`src/rtl/hs_input_packer.sv`:
```
// hs_input_packer
//
// Purpose:
//    Packs bytes from a first-word-fall-through byte FIFO into BYTES-byte words
//    for the high-speed application input buffer. The byte order is configurable.
//    A single-cycle flush emits a partially filled word, and the empty lanes are
//    filled with PAD_BYTE. A finished word is emitted in the same cycle that the
//    first byte of the next word is accepted, so a continuous stream runs at
//    1 byte/cycle.
//
// Parameters:
//    BYTES       bytes per output word (2..8)
//    BYTE_ORDER  0: first byte lands in out_din[7:0]
//                1: first byte lands in out_din[8*BYTES-1 -: 8]
//    PAD_BYTE    fill value for lanes that were not written before a flush
//
// Ports:
//    CLK              clock
//    rst              synchronous active-high reset
//    in_dout          byte at the head of the input FIFO
//    in_empty         input FIFO empty
//    in_rd_en         pop the input FIFO (combinational)
//    flush            single-cycle request to emit a partial word
//    out_din          assembled word
//    out_nbytes       number of valid bytes in out_din
//    out_wr_en        write strobe to the application input (combinational)
//    out_almost_full  downstream backpressure
//    idle             nothing collected and no flush pending
//
// Optional feature (macro HS_INPUT_PACKER_STATS_EN):
//    words_out     [31:0] number of emitted words, wrapping
//    stall_cycles  [31:0] cycles spent holding a word under backpressure, saturating
//    pad_words     [15:0] number of emitted words with fewer than BYTES bytes, wrapping

module hs_input_packer #(
   parameter int          BYTES      = 2,
   parameter int          BYTE_ORDER = 0,
   parameter logic [7:0]  PAD_BYTE   = 8'h00
) (
   input  logic                 CLK,
   input  logic                 rst,
   input  logic [7:0]           in_dout,
   input  logic                 in_empty,
   output logic                 in_rd_en,
   input  logic                 flush,
   output logic [8*BYTES-1:0]   out_din,
   output logic [3:0]           out_nbytes,
   output logic                 out_wr_en,
   input  logic                 out_almost_full,
   output logic                 idle
`ifdef HS_INPUT_PACKER_STATS_EN
   ,
   output logic [31:0]          words_out,
   output logic [31:0]          stall_cycles,
   output logic [15:0]          pad_words
`endif
);

   typedef enum logic {
      COLLECT = 1'b0,
      FULL    = 1'b1
   } packerState_t;

   localparam logic [3:0]         LAST_IDX = 4'(BYTES - 1);
   localparam logic [3:0]         FULL_CNT = 4'(BYTES);
   localparam logic [8*BYTES-1:0] PAD_WORD = {BYTES{PAD_BYTE}};

   packerState_t        r_state;
   packerState_t        w_nextState;
   logic [3:0]          r_cnt;
   logic [3:0]          w_nextCnt;
   logic [8*BYTES-1:0]  r_word;
   logic [8*BYTES-1:0]  w_nextWord;
   logic [3:0]          r_nbytes;
   logic [3:0]          w_nextNbytes;
   logic                r_flushPending;
   logic                w_nextFlushPending;

   logic                w_emit;
   logic                w_accept;
   logic                w_flushReq;
   logic [3:0]          w_slot;
   logic [3:0]          w_lane;
   logic [8*BYTES-1:0]  w_baseWord;
   logic [8*BYTES-1:0]  w_wordWithByte;

   // A word is written whenever one is held and the downstream buffer has room.
   // A byte is taken while collecting, or while emitting, because the emit
   // frees the word register in the same cycle.
   always_comb begin
      w_emit     = ~rst & (r_state == FULL) & ~out_almost_full;
      w_accept   = ~rst & ~in_empty & ((r_state == COLLECT) | w_emit);
      w_flushReq = flush | r_flushPending;
   end

   // Build the word with the incoming byte merged in. A byte accepted while
   // emitting, or a byte arriving at cnt==0, starts a new word. A new word begins
   // as all PAD_BYTE, so lanes that a later flush leaves unwritten are already
   // padded.
   always_comb begin
      w_slot         = (r_state == FULL) ? 4'd0 : r_cnt;
      w_lane         = (BYTE_ORDER != 0) ? (LAST_IDX - w_slot) : w_slot;
      w_baseWord     = ((r_state == FULL) || (r_cnt == 4'd0)) ? PAD_WORD : r_word;
      w_wordWithByte = w_baseWord;
      for (int i = 0; i < BYTES; i++) begin
         if (4'(i) == w_lane) begin
            w_wordWithByte[8*i +: 8] = in_dout;
         end
      end
   end

   // Next-state logic. In COLLECT, a pending or fresh flush is resolved at once.
   // It closes the word if anything is in it (including a byte accepted this
   // cycle). Otherwise it is dropped. In FULL, a flush can only be remembered
   // for the next COLLECT cycle.
   always_comb begin
      w_nextState        = r_state;
      w_nextCnt          = r_cnt;
      w_nextWord         = r_word;
      w_nextNbytes       = r_nbytes;
      w_nextFlushPending = r_flushPending;

      case (r_state)
         COLLECT: begin
            w_nextFlushPending = 1'b0;
            if (w_accept) begin
               w_nextWord = w_wordWithByte;
               if (r_cnt == LAST_IDX) begin
                  w_nextState  = FULL;
                  w_nextCnt    = 4'd0;
                  w_nextNbytes = FULL_CNT;
               end else if (w_flushReq) begin
                  w_nextState  = FULL;
                  w_nextCnt    = 4'd0;
                  w_nextNbytes = r_cnt + 4'd1;
               end else begin
                  w_nextCnt = r_cnt + 4'd1;
               end
            end else if (w_flushReq && (r_cnt != 4'd0)) begin
               w_nextState  = FULL;
               w_nextCnt    = 4'd0;
               w_nextNbytes = r_cnt;
            end
         end

         FULL: begin
            if (flush) begin
               w_nextFlushPending = 1'b1;
            end
            if (w_emit) begin
               w_nextState = COLLECT;
               if (w_accept) begin
                  w_nextWord = w_wordWithByte;
                  w_nextCnt  = 4'd1;
               end else begin
                  w_nextWord = PAD_WORD;
                  w_nextCnt  = 4'd0;
               end
            end
         end

         default: begin
            w_nextState = COLLECT;
         end
      endcase
   end

   // State register. Reset drops any partial word without emitting it.
   always_ff @(posedge CLK) begin
      if (rst) begin
         r_state        <= COLLECT;
         r_cnt          <= 4'd0;
         r_word         <= '0;
         r_nbytes       <= 4'd0;
         r_flushPending <= 1'b0;
      end else begin
         r_state        <= w_nextState;
         r_cnt          <= w_nextCnt;
         r_word         <= w_nextWord;
         r_nbytes       <= w_nextNbytes;
         r_flushPending <= w_nextFlushPending;
      end
   end

   // The held word drives the output directly, so it stays stable under
   // backpressure.
   always_comb begin
      in_rd_en   = w_accept;
      out_wr_en  = w_emit;
      out_din    = r_word;
      out_nbytes = r_nbytes;
      idle       = (r_state == COLLECT) && (r_cnt == 4'd0) && !r_flushPending;
   end

`ifdef HS_INPUT_PACKER_STATS_EN
   logic [31:0] r_wordsOut;
   logic [31:0] r_stallCycles;
   logic [15:0] r_padWords;

   // Statistics counters. The stall counter saturates so that a long hang
   // still reads as "very long" rather than wrapping back to a small value.
   always_ff @(posedge CLK) begin
      if (rst) begin
         r_wordsOut    <= 32'd0;
         r_stallCycles <= 32'd0;
         r_padWords    <= 16'd0;
      end else begin
         if (w_emit) begin
            r_wordsOut <= r_wordsOut + 32'd1;
            if (r_nbytes < FULL_CNT) begin
               r_padWords <= r_padWords + 16'd1;
            end
         end
         if ((r_state == FULL) && out_almost_full && (r_stallCycles != 32'hFFFF_FFFF)) begin
            r_stallCycles <= r_stallCycles + 32'd1;
         end
      end
   end

   always_comb begin
      words_out    = r_wordsOut;
      stall_cycles = r_stallCycles;
      pad_words    = r_padWords;
   end
`endif

endmodule

```
`config.mk`:
```
export PLATFORM = sky130hd
export DESIGN_NAME = hs_input_packer
export DESIGN_NICKNAME = d
export VERILOG_FILES = /design/src/rtl/hs_input_packer.sv
export SDC_FILE = /design/constraint.sdc
export NUM_CORES = 1
export LEC_CHECK = 0
export CAP_MARGIN = 30
export CORE_ASPECT_RATIO = 0.5
export CORE_MARGIN = 10
export CORE_UTILIZATION = 42
export CTS_CLUSTER_SIZE = 16
export DETAILED_ROUTE_END_ITERATION = 16
export PLACE_DENSITY = 0.78
export SLEW_MARGIN = 25
export SYNTH_ARGS = -nofsm -noshare
export SYNTH_HDL_FRONTEND = slang
export SYNTH_SLANG_ARGS = --single-unit
```
`constraint.sdc`:
```
create_clock -name CLK -period 2.05 [get_ports CLK]
set_input_delay 0.41 -clock CLK [delete_from_list [all_inputs] [get_ports CLK]]
set_output_delay 0.41 -clock CLK [all_outputs]
set_load 0.005 [all_outputs]
```
==> impl_metrics.json, run 1 <==
{
  "run_status": "finished, final reports clean",
  "syn_area_um2": 1274,
  "p_int_uw": 926.4,
  "ys_warn_count": 0,
  "tightest_slew_ns": 0.6073,
  "synth-async-reset-ratio": 0,
  "clk_latency_ns": 0.27,
  "cts-htree-levels": 1,
  "share_seq_of_total_power": 0.446,
  "leakage_uw": 0.0007164,
  "drc": 0,
  "drive_gt1_frac": 0.1908,
  "finalSetupViolations": 0,
  "power.total_uw": 1218,
  "synth_seq_cells": 26,
  "critPathCaptureType": "output pin",
  "io_buffers": 35,
  "wl_um": 3336,
  "relSlewSlack": 0.5917,
  "grt_pass1_vias": 1159,
  "start_kind": "flip-flop",
  "antennaDiodeCount": 0,
  "place_congestion": 0.8371,
  "period_minus_slack_ns": 1.945,
  "postCtsSetupRepairBufs": 0,
  "ys.flop_type": "dfxtp_1",
  "rows": 13,
  "synth.avg_cell_area_um2": 10.03,
  "fmax_mhz": 514.2,
  "antenna_found_initial": 0,
  "die_height_um": 58.94,
  "vias": 1134,
  "path_max_fanout": 7,
  "synth_cell_type_count": 43,
  "p_sw_uw": 292.1,
  "worstSetupPathType": "reg2out",
  "yosysSeqAreaShare": 0.4086,
  "global_route.overflow_total": 0,
  "grt_usage": 0.1163,
  "wl_per_cell_um": 15.89,
  "die-width_um": 97.88,
  "cp.required_ns": 1.64,
  "drtAntennaViolNets": 0,
  "clkSlewWorstSetupHoldPaths_ns": 0.09,
  "grt_pass1_wl_um": 5671,
  "cts_hold_buf": 0,
  "syn_inst": 127,
  "synth_nets": 143,
  "grt_max_degree": 23,
  "p_clk_frac": 0.350,
  "grt_setup_unrepaired": "false",
  "avgViaCountPerCell": 5.400,
  "design.core.area_um2": 2749,
  "holdPathStages": 1,
  "post-route-util": 0.6559,
  "switching_share": 0.2397,
  "slew_viol_final": 0,
  "comb_power_share": 0.204,
  "p_per_area_nw_per_um2": 675.8,
  "fin_worst_skew_ns": 0.004730,
  "io_pins": 36,
  "cts.sinks": 26,
  "reg2reg_depth": 6,
  "critPathArrivalTime_ns": 1.53,
  "clk_path_buf_depth": 2,
  "initial_core_util": 0.4634,
  "holdWs_ns": 0.4580,
  "ir_drop_mv": 0.5099,
  "drt_iter0_drc": 31,
  "dp_cells": 206,
  "root_buffer": "clkbuf_8",
  "drv_cap": 0,
  "finalNonFillerCells": 210,
  "hold_viol_final": 0,
  "cts_tree": "done",
  "synth_edf_count": 0,
  "nets": 190,
  "post-dp-hpwl_um": 2514,
  "area_growth_pct": 41.55,
  "dr.pass1.iters": 4,
  "hold_class": "reg2reg",
  "die_area_um2": 5769,
  "finalCritPeriodShare": 0.9487,
  "numCtsBuffers": 3
}
## final cells by class
type / count / area [um^2]
Sequential cell: 26 / 521.8
Timing Repair Buffer: 49 / 457.9
Fill cell: 226 / 945.9
Tap cell: 37 / 46.29
Multi-Input combinational cell: 87 / 679.4
Clock inverter: 1 / 30.03
Inverter: 7 / 26.28
Clock buffer: 3 / 41.29
## registers in the layout, summed over array words and instances, names as in the netlist
| signal | flops |
|---|---|
| out_din | 16 |
| out_nbytes | 4 |
| r_flushPending | 1 |
| r_cnt | 4 |
| r_state | 1 |
## cells by family after synthesis
logic type / after synthesis / synth area share
adder cells (fa/ha/maj): 3 / 0.02947
multiplexers: 1 / 0.008840
XOR/XNOR: 1 / 0.006877
flip-flops: 26 / 0.4086
buffers and inverters: 14 / 0.06189
AND/OR/NAND/NOR: 44 / 0.2161
AO/OA/AOI/OAI: 38 / 0.2682
## routing by layer
metal	track usage	up-vias	part of all wire
met5	0	-	0
met4	0.03292	0	0.0042
met3	0.04307	2	0.055
met2	0.1963	27	0.50
met1	0.1369	540	0.44
li1	-	565	-
## repair_timing
action	in CTS	in global routing
resized for setup	5	3
pin swaps	1	0
endpoints found under the setup margin	3	1
## final timing paths
path                            startpoint             to  slack (ns)
worst max-delay path              r_cnt[0]           idle        0.11
worst min-delay path            out_din[9]     out_din[9]        0.46
worst max register to register    r_cnt[1]  out_nbytes[2]        0.12
worst min register to register  out_din[9]     out_din[9]        0.46
## synthesized netlist by cell type (2+ instances only)
master,n,share of area
a2bb2o_4,2,0.031
buf_6,3,0.027
a211oi_1,2,0.012
nor2b_1,3,0.015
a21o_1,4,0.024
a21oi_1,4,0.016
nand2_1,3,0.0088
or3_4,2,0.018
clkbuf_1,2,0.0059
nand2b_1,8,0.039
nor2_1,7,0.021
dfxtp_1,26,0.41
ha_1,3,0.029
nand3_1,3,0.012
a221oi_1,2,0.014
nor3b_1,7,0.041
o2bb2ai_1,12,0.083
inv_1,7,0.021
nor3_1,3,0.012
## placed cells by master (no fill, tap or decap), drive strengths merged, types with 3 or more instances in the layout
cell type	Yosys	layout
o2bb2ai	12	12
a21oi	4	4
buf	5	14
dlygate4sd2	0	3
inv	7	7
nand3	3	3
clkbuf	2	3
nor3	4	4
dfxtp	26	26
nand2	3	3
nand2b	8	8
clkdlybuf4s50	0	31
nor2b	3	3
ha	3	3
a21o	4	4
nor3b	7	7
nor2	7	7
## through the flow
step | cell area (um^2) | setup TNS (ns) | setup slack, ns
6_report | 1803 | 0 | 0.1051
5_1_grt | 1803 | 0 | 0.001204
4_1_cts | 1795 | 0 | 0.009780
3_5_place_dp | 1723 | -0.2279 | -0.1820
3_3_place_gp | 1723 | -0.1652 | -0.1511
2_1_floorplan | 1274 | 0 | 0.1488
## critical path, stage by stage (launching register included)
cell and delay, ns:
dfxtp_1 0.47, inv_1 0.12, ha_1 0.25, nor3b_2 0.17
dlygate4sd2_1 0.26
## power groups by stage
| stage | Clock (uW) | Combinational (uW) | Sequential [uW] |
|---|---|---|---|
| finish | 426 | 249 | 543 |
| global route | 456 | 271 | 548 |
| CTS | 436 | 249 | 543 |
| detailed placement | 0 | 250 | 554 |
| global placement | 0 | 247 | 554 |
| floorplan | 0 | 133 | 553 |
Note: power is estimated with default switching activity, not from simulation.
==> run 2, diff against run 1 <==
--- a/config.mk
+++ b/config.mk
@@ -8,10 +8,11 @@
 export CAP_MARGIN = 30
 export CORE_ASPECT_RATIO = 0.5
 export CORE_MARGIN = 10
-export CORE_UTILIZATION = 42
+export CORE_UTILIZATION = 44
+export CTS_BUF_LIST = sky130_fd_sc_hd__clkbuf_4
 export CTS_CLUSTER_SIZE = 16
 export DETAILED_ROUTE_END_ITERATION = 16
-export PLACE_DENSITY = 0.78
+export PLACE_DENSITY = 0.77
 export SLEW_MARGIN = 25
 export SYNTH_ARGS = -nofsm -noshare
 export SYNTH_HDL_FRONTEND = slang
==> run 2 against run 1 <==
Against the previous run: die area shrank 3.3%; register-to-register slack gained 0.10 ns; clock skew grew 0.0043 ns; global-route usage grew 0.29 points; first-iteration DRC count grew 130%; largest cell class unchanged; critical path depth shrank 1; highest routed layer unchanged; critical path type unchanged.
==> impl_metrics.json, run 2 (synthesis gave the netlist of run 1 again) <==
{
  "grt_usage": 0.1192,
  "grt_pass1_wl_um": 5423,
  "p_sw_uw": 287.1,
  "place_area_um2": 1738,
  "cts.sinks": 26,
  "cts-htree-levels": 1,
  "global_route.overflow_total": 0,
  "clk_latency_ns": 0.33,
  "antennaDiodeCount": 0,
  "antenna_found_initial": 0,
  "worstSetupPathType": "reg2out",
  "vias": 1131,
  "place_congestion": 0.8472,
  "path_max_fanout": 3,
  "finalSetupViolations": 0,
  "numCtsBuffers": 3,
  "dr.pass1.iters": 4,
  "grt_max_degree": 17,
  "p_int_uw": 866.2,
  "hold_viol_final": 0,
  "root_buffer": "clkbuf_4",
  "relSlewSlack": 0.6036,
  "slew_viol_final": 0,
  "die_area_um2": 5578,
  "switching_share": 0.2490,
  "clk_path_buf_depth": 2,
  "io_buffers": 35,
  "drc": 0,
  "period_minus_slack_ns": 1.959,
  "postCtsSetupRepairBufs": 0,
  "die-width_um": 96.09,
  "mostFrequentLayoutCells": "clkdlybuf4s50_1, dfxtp_1, buf_4, o2bb2ai_1, nand2b_1",
  "power.total_uw": 1153,
  "initial_core_util": 0.4746,
  "grt_pass1_vias": 1131,
  "cts_tree": "done",
  "comb_power_share": 0.218,
  "p_per_area_nw_per_um2": 639.7,
  "p_clk_frac": 0.310,
  "nets": 192,
  "design.core.area_um2": 2684,
  "avgViaCountPerCell": 5.335,
  "fmax_mhz": 510.5,
  "clkSlewWorstSetupHoldPaths_ns": 0.15,
  "drv_cap": 0,
  "drt_iter0_drc": 70,
  "drive_gt1_frac": 0.2057,
  "start_kind": "flip-flop",
  "rows": 13,
  "leakage_uw": 0.0007187,
  "post-dp-hpwl_um": 2496,
  "critPathArrivalTime_ns": 1.55,
  "ir_drop_mv": 0.4147,
  "drtAntennaViolNets": 0,
  "layout_commonest_cell": "clkdlybuf4s50_1",
  "holdWs_ns": 0.4708,
  "io_pins": 36,
  "stdcell_area_um2": 1803,
  "largest_reg_flops": 16,
  "run_status": "finished, final reports clean",
  "hold_class": "reg2reg",
  "wl_per_cell_um": 15.37,
  "tightest_slew_ns": 0.5895,
  "area_growth_pct": 41.55,
  "finalCritPeriodShare": 0.9556,
  "share_seq_of_total_power": 0.472,
  "die_height_um": 58.05,
  "critPathCaptureType": "output pin",
  "cp.required_ns": 1.64,
  "wl_um": 3258,
  "grt_setup_unrepaired": "false",
  "fin_worst_skew_ns": 0.009045,
  "fill_cells": 226
}
## run 2: changes by cell type in the layout (fill, tap and decap cells not counted)
cell / before / now
nor2b_1: 3 / 2
nor2b_2: 0 / 1
dfxtp_2: 1 / 2
inv_1: 6 / 7
clkbuf_4: 0 / 3
inv_2: 1 / 0
buf_4: 13 / 15
clkbuf_8: 3 / 0
dfxtp_1: 25 / 24
## run 2: final timing paths
| kind | start | end | slack, ns | cells past startpoint |
|---|---|---|---|---|
| max | r_state | idle | 0.09 | 3 |
| min | out_nbytes[2] | out_nbytes[2] | 0.47 | 2 |
| max reg2reg | r_cnt[0] | out_nbytes[1] | 0.22 | 6 |
| min reg2reg | out_nbytes[2] | out_nbytes[2] | 0.47 | 2 |
## run 2: through the flow
step	setup TNS, ns	std cells	worst slack [ns]	util
6_report	0	212	0.09104	0.6718
5_1_grt	0	212	0.02761	0.6718
4_1_cts	0	212	0.001329	0.6685
3_5_place_dp	-0.2197	208	-0.1728	0.6476
3_3_place_gp	-0.1693	208	-0.1546	0.6476
2_1_floorplan	0	127	0.1488	-
## run 2: critical path: stages (launching register included)
cell and delay, ns:
dfxtp_2 0.36, or3_4 0.42, nor3b_2 0.19, dlygate4sd2_1 0.26
## run 2: final cells by class
class,count,area [um^2],area share
Multi-Input combinational cell,87,681.9,0.3782
Sequential cell,26,523.0,0.2901
Timing Repair Buffer,51,473.0,0.2623
Tap cell,37,46.29,0.02568
Clock inverter,1,30.03,0.01666
Inverter,7,26.28,0.01457
Clock buffer,3,22.52,0.01249
## run 2: power by group through the flow
stage	Combinational, uW	Sequential [uW]	Clock (uW)
3_3_place_gp	251	553	0
5_1_grt	276	547	380
6_report	251	545	357
2_1_floorplan	133	553	0
3_5_place_dp	253	554	0
4_1_cts	252	544	365
## run 2: layer usage
| metal | up-vias | part of all wire | global-route usage |
|---|---|---|---|
| met5 | - | 0 | 0 |
| met3 | 2 | 0.059 | 0.04493 |
| met4 | 0 | 0.0083 | 0.02923 |
| met2 | 25 | 0.48 | 0.1983 |
| li1 | 564 | - | - |
| met1 | 540 | 0.45 | 0.1415 |
## run 2: what timing repair did
action,4_1_cts,5_1_grt
endpoints found under the setup margin,3,2
pin swaps,1,0
gates resized for setup,6,3
hold buffers,0,0
==> run 3, diff against run 2 <==
--- a/config.mk
+++ b/config.mk
@@ -5,14 +5,15 @@
 export SDC_FILE = /design/constraint.sdc
 export NUM_CORES = 1
 export LEC_CHECK = 0
+export ABC_AREA = 1
 export CAP_MARGIN = 30
 export CORE_ASPECT_RATIO = 0.5
 export CORE_MARGIN = 10
-export CORE_UTILIZATION = 44
+export CORE_UTILIZATION = 46
 export CTS_BUF_LIST = sky130_fd_sc_hd__clkbuf_4
 export CTS_CLUSTER_SIZE = 16
 export DETAILED_ROUTE_END_ITERATION = 16
-export PLACE_DENSITY = 0.77
+export PLACE_DENSITY = 0.78
 export SLEW_MARGIN = 25
 export SYNTH_ARGS = -nofsm -noshare
 export SYNTH_HDL_FRONTEND = slang
==> run 3 against run 2 <==
Against the previous run: synthesized cell count is 79% higher; utilization down 3.0 points; non-clock buffer count decreased by 3; routed wire length up 25%; register-to-register slack better by 0.29 ns; total power shrank 2.5%; via count rose by 41%; sequential share of layout area shrank 2.6 points.
==> impl_metrics.json, run 3 <==
{
  "run_status": "finished, final reports clean",
  "finalCritPeriodShare": 0.8881,
  "leakage_uw": 0.0008820,
  "hold_class": "reg2reg",
  "initial_core_util": 0.4927,
  "finalNonFillerCells": 309,
  "drtAntennaViolNets": 0,
  "ys_warn_count": 0,
  "cp.required_ns": 1.64,
  "area_growth_pct": 30.23,
  "crit_buf_inv": 2,
  "critPathArrivalTime_ns": 1.41,
  "wl_per_cell_um": 13.16,
  "syn_inst": 227,
  "avgViaCountPerCell": 5.172,
  "setup_slack_ns": 0.2294,
  "place_ws_ns": -0.09715,
  "numCtsBuffers": 3,
  "grt_pass1_wl_um": 6624,
  "post-route-util": 0.6416,
  "post-dp-hpwl_um": 2913,
  "die-width_um": 101.3,
  "io_buffers": 35,
  "cp_slowest_cell": "dfxtp_2",
  "synth_nets": 243,
  "synth_most_common_cell": "nand2_1",
  "holdPathStages": 2,
  "reg2reg_depth": 9,
  "vias": 1598,
  "period_minus_slack_ns": 1.821,
  "synthTopCellsByArea": "dfxtp_1, nand2_1, nand3_1",
  "route.met2.wl_um": 1992,
  "mostFrequentLayoutCells": "nand2_1, nand3_1, clkdlybuf4s50_1, dfxtp_1, a21oi_1",
  "antenna_found_initial": 0,
  "layout_commonest_cell": "nand2_1",
  "p_per_area_nw_per_um2": 568.5,
  "rrSetupSlack_ns": 0.51,
  "cts_tree": "done",
  "min_from": "out_din[9]",
  "clk_latency_ns": 0.33,
  "place_congestion": 0.8564,
  "root_buffer": "clkbuf_4",
  "dr.pass1.iters": 4,
  "dr.max_layer_used": "met4",
  "ys.flop_type": "dfxtp_1",
  "grt_setup_unrepaired": "false",
  "synth_seq_cells": 26,
  "tightest_slew_ns": 0.3033,
  "syn_area_um2": 1519,
  "place_area_um2": 1926,
  "drive_gt1_frac": 0.1450,
  "clkSlewWorstSetupHoldPaths_ns": 0.14,
  "path_delay_family": "flip-flops",
  "synth_edf_count": 0,
  "drc": 0,
  "cts_hold_buf": 0,
  "grt_usage": 0.1296,
  "critPathCaptureType": "output pin",
  "worstSetupPathType": "reg2out",
  "fmax_mhz": 549.3,
  "rr_endpoint": "out_nbytes[1]",
  "synth_top_cell_by_area": "dfxtp_1",
  "dr_wl_met3_um": 279,
  "wl_um": 4066,
  "slew_viol_final": 0,
  "nets": 287,
  "synth.top_cell.area_share": 0.3427,
  "critPathMaxStageDelay_ns": 0.38,
  "grt_pass1_vias": 1439,
  "io_pins": 36,
  "synth.avg_cell_area_um2": 6.691,
  "rows": 14,
  "fin_worst_skew_ns": 0.003825,
  "yosysSeqAreaShare": 0.3427,
  "ir_drop_mv": 0.3924,
  "global_route.overflow_total": 0,
  "path_max_fanout": 7,
  "drt_iter0_drc": 78,
  "cts.sinks": 26,
  "antennaDiodeCount": 0,
  "start_kind": "flip-flop",
  "drv_cap": 0,
  "die_area_um2": 6140,
  "design.core.area_um2": 3083,
  "synth_common_cells": "nand2_1, nand3_1, dfxtp_1, a21oi_1, nor2_1",
  "dp_cells": 303,
  "stdcell_area_um2": 1978,
  "die_height_um": 60.64,
  "largest_reg_flops": 16,
  "timing.rr.start": "r_cnt[1]",
  "cts-htree-levels": 1,
  "power.total_uw": 1125,
  "min_to": "out_din[9]",
  "synth_cell_type_count": 22,
  "grt_max_degree": 23,
  "relSlewSlack": 0.7975,
  "crit_chain": "inv_2, ha_1, nand2_4, nor3_1, dlygate4sd2_1",
  "clk_path_buf_depth": 2,
  "hold_viol_final": 0,
  "finalSetupViolations": 0,
  "route.layer.met1.wl_um": 1766,
  "synth-async-reset-ratio": 0
}
## run 3: cell count changes after synthesis, sizes merged, moves of 3 or more
| cell | delta |
|---|---|
| a21o | -4 |
| a21oi | +17 |
| inv | +15 |
| nand2 | +68 |
| nand2b | -8 |
| nand3 | +38 |
| nand4 | +8 |
| nor2 | +11 |
| nor2b | -3 |
| nor3b | -7 |
| o2bb2ai | -12 |
## run 3: report_power, final
group          internal, uW  switching [uW]
Clock                  69.1             154
Sequential              536            23.8
Combinational           150             191
## run 3: cell families (layout without fill, tap and decap cells)
kind of cell,count (synthesis),count (layout),share of synthesized area
flip-flops,26,26,0.3427
AO/OA/AOI/OAI,24,24,0.07907
XOR/XNOR,1,1,0.005767
buffers and inverters,31,73,0.09967
adder cells (fa/ha/maj),3,3,0.02471
AND/OR/NAND/NOR,142,142,0.4481
## run 3: metal layers
metal,track usage,up-vias
met2,0.2257,42
met4,0.02959,0
met3,0.04308,2
li1,-,825
met1,0.1535,729
met5,0,-
## run 3: timing repair
item	in CTS	in global routing
pin swaps	1	2
endpoints found under the setup margin	2	2
gates resized for setup	4	3
setup buffers	0	3
## run 3: cell type report
cell class	count	area, um^2
Clock buffer	3	22.52
Fill cell	292	1105
Inverter	22	82.58
Multi-Input combinational cell	170	849.6
Sequential cell	26	523.0
Tap cell	40	50.05
Timing Repair Buffer	48	450.4
## run 3: metrics by stage
| stage | hold slack [ns] | setup TNS, ns |
|---|---|---|
| after detailed placement | 0.4735 | -0.09715 |
| final | 0.4927 | 0 |
| after CTS | 0.4951 | 0 |
| after global routing | 0.5140 | 0 |
| after global placement | 0.4697 | -0.06491 |
| after floorplan | 0.4728 | 0 |
## run 3: how the worst max path moves through the flow
| stage | slack (ns) | depth (start not counted) | start | end |
|---|---|---|---|---|
| 3_5_place_dp | -0.1 | 5 | rst | in_rd_en |
| 5_1_grt | 0.14 | 5 | r_cnt[1] | idle |
| 6_report | 0.23 | 5 | r_cnt[1] | idle |
| 4_1_cts | 0.01 | 5 | in_empty | in_rd_en |
| 2_1_floorplan | 0.51 | 5 | r_cnt[1] | idle |
| 3_3_place_gp | -0.06 | 5 | rst | in_rd_en |
## run 3: tightest hold or removal path, delay by kind of cell, from the launching register on
kind	cells	cell delay, ns
flip-flops	1	0.35
AO/OA/AOI/OAI	1	0.05
AND/OR/NAND/NOR	1	0.06
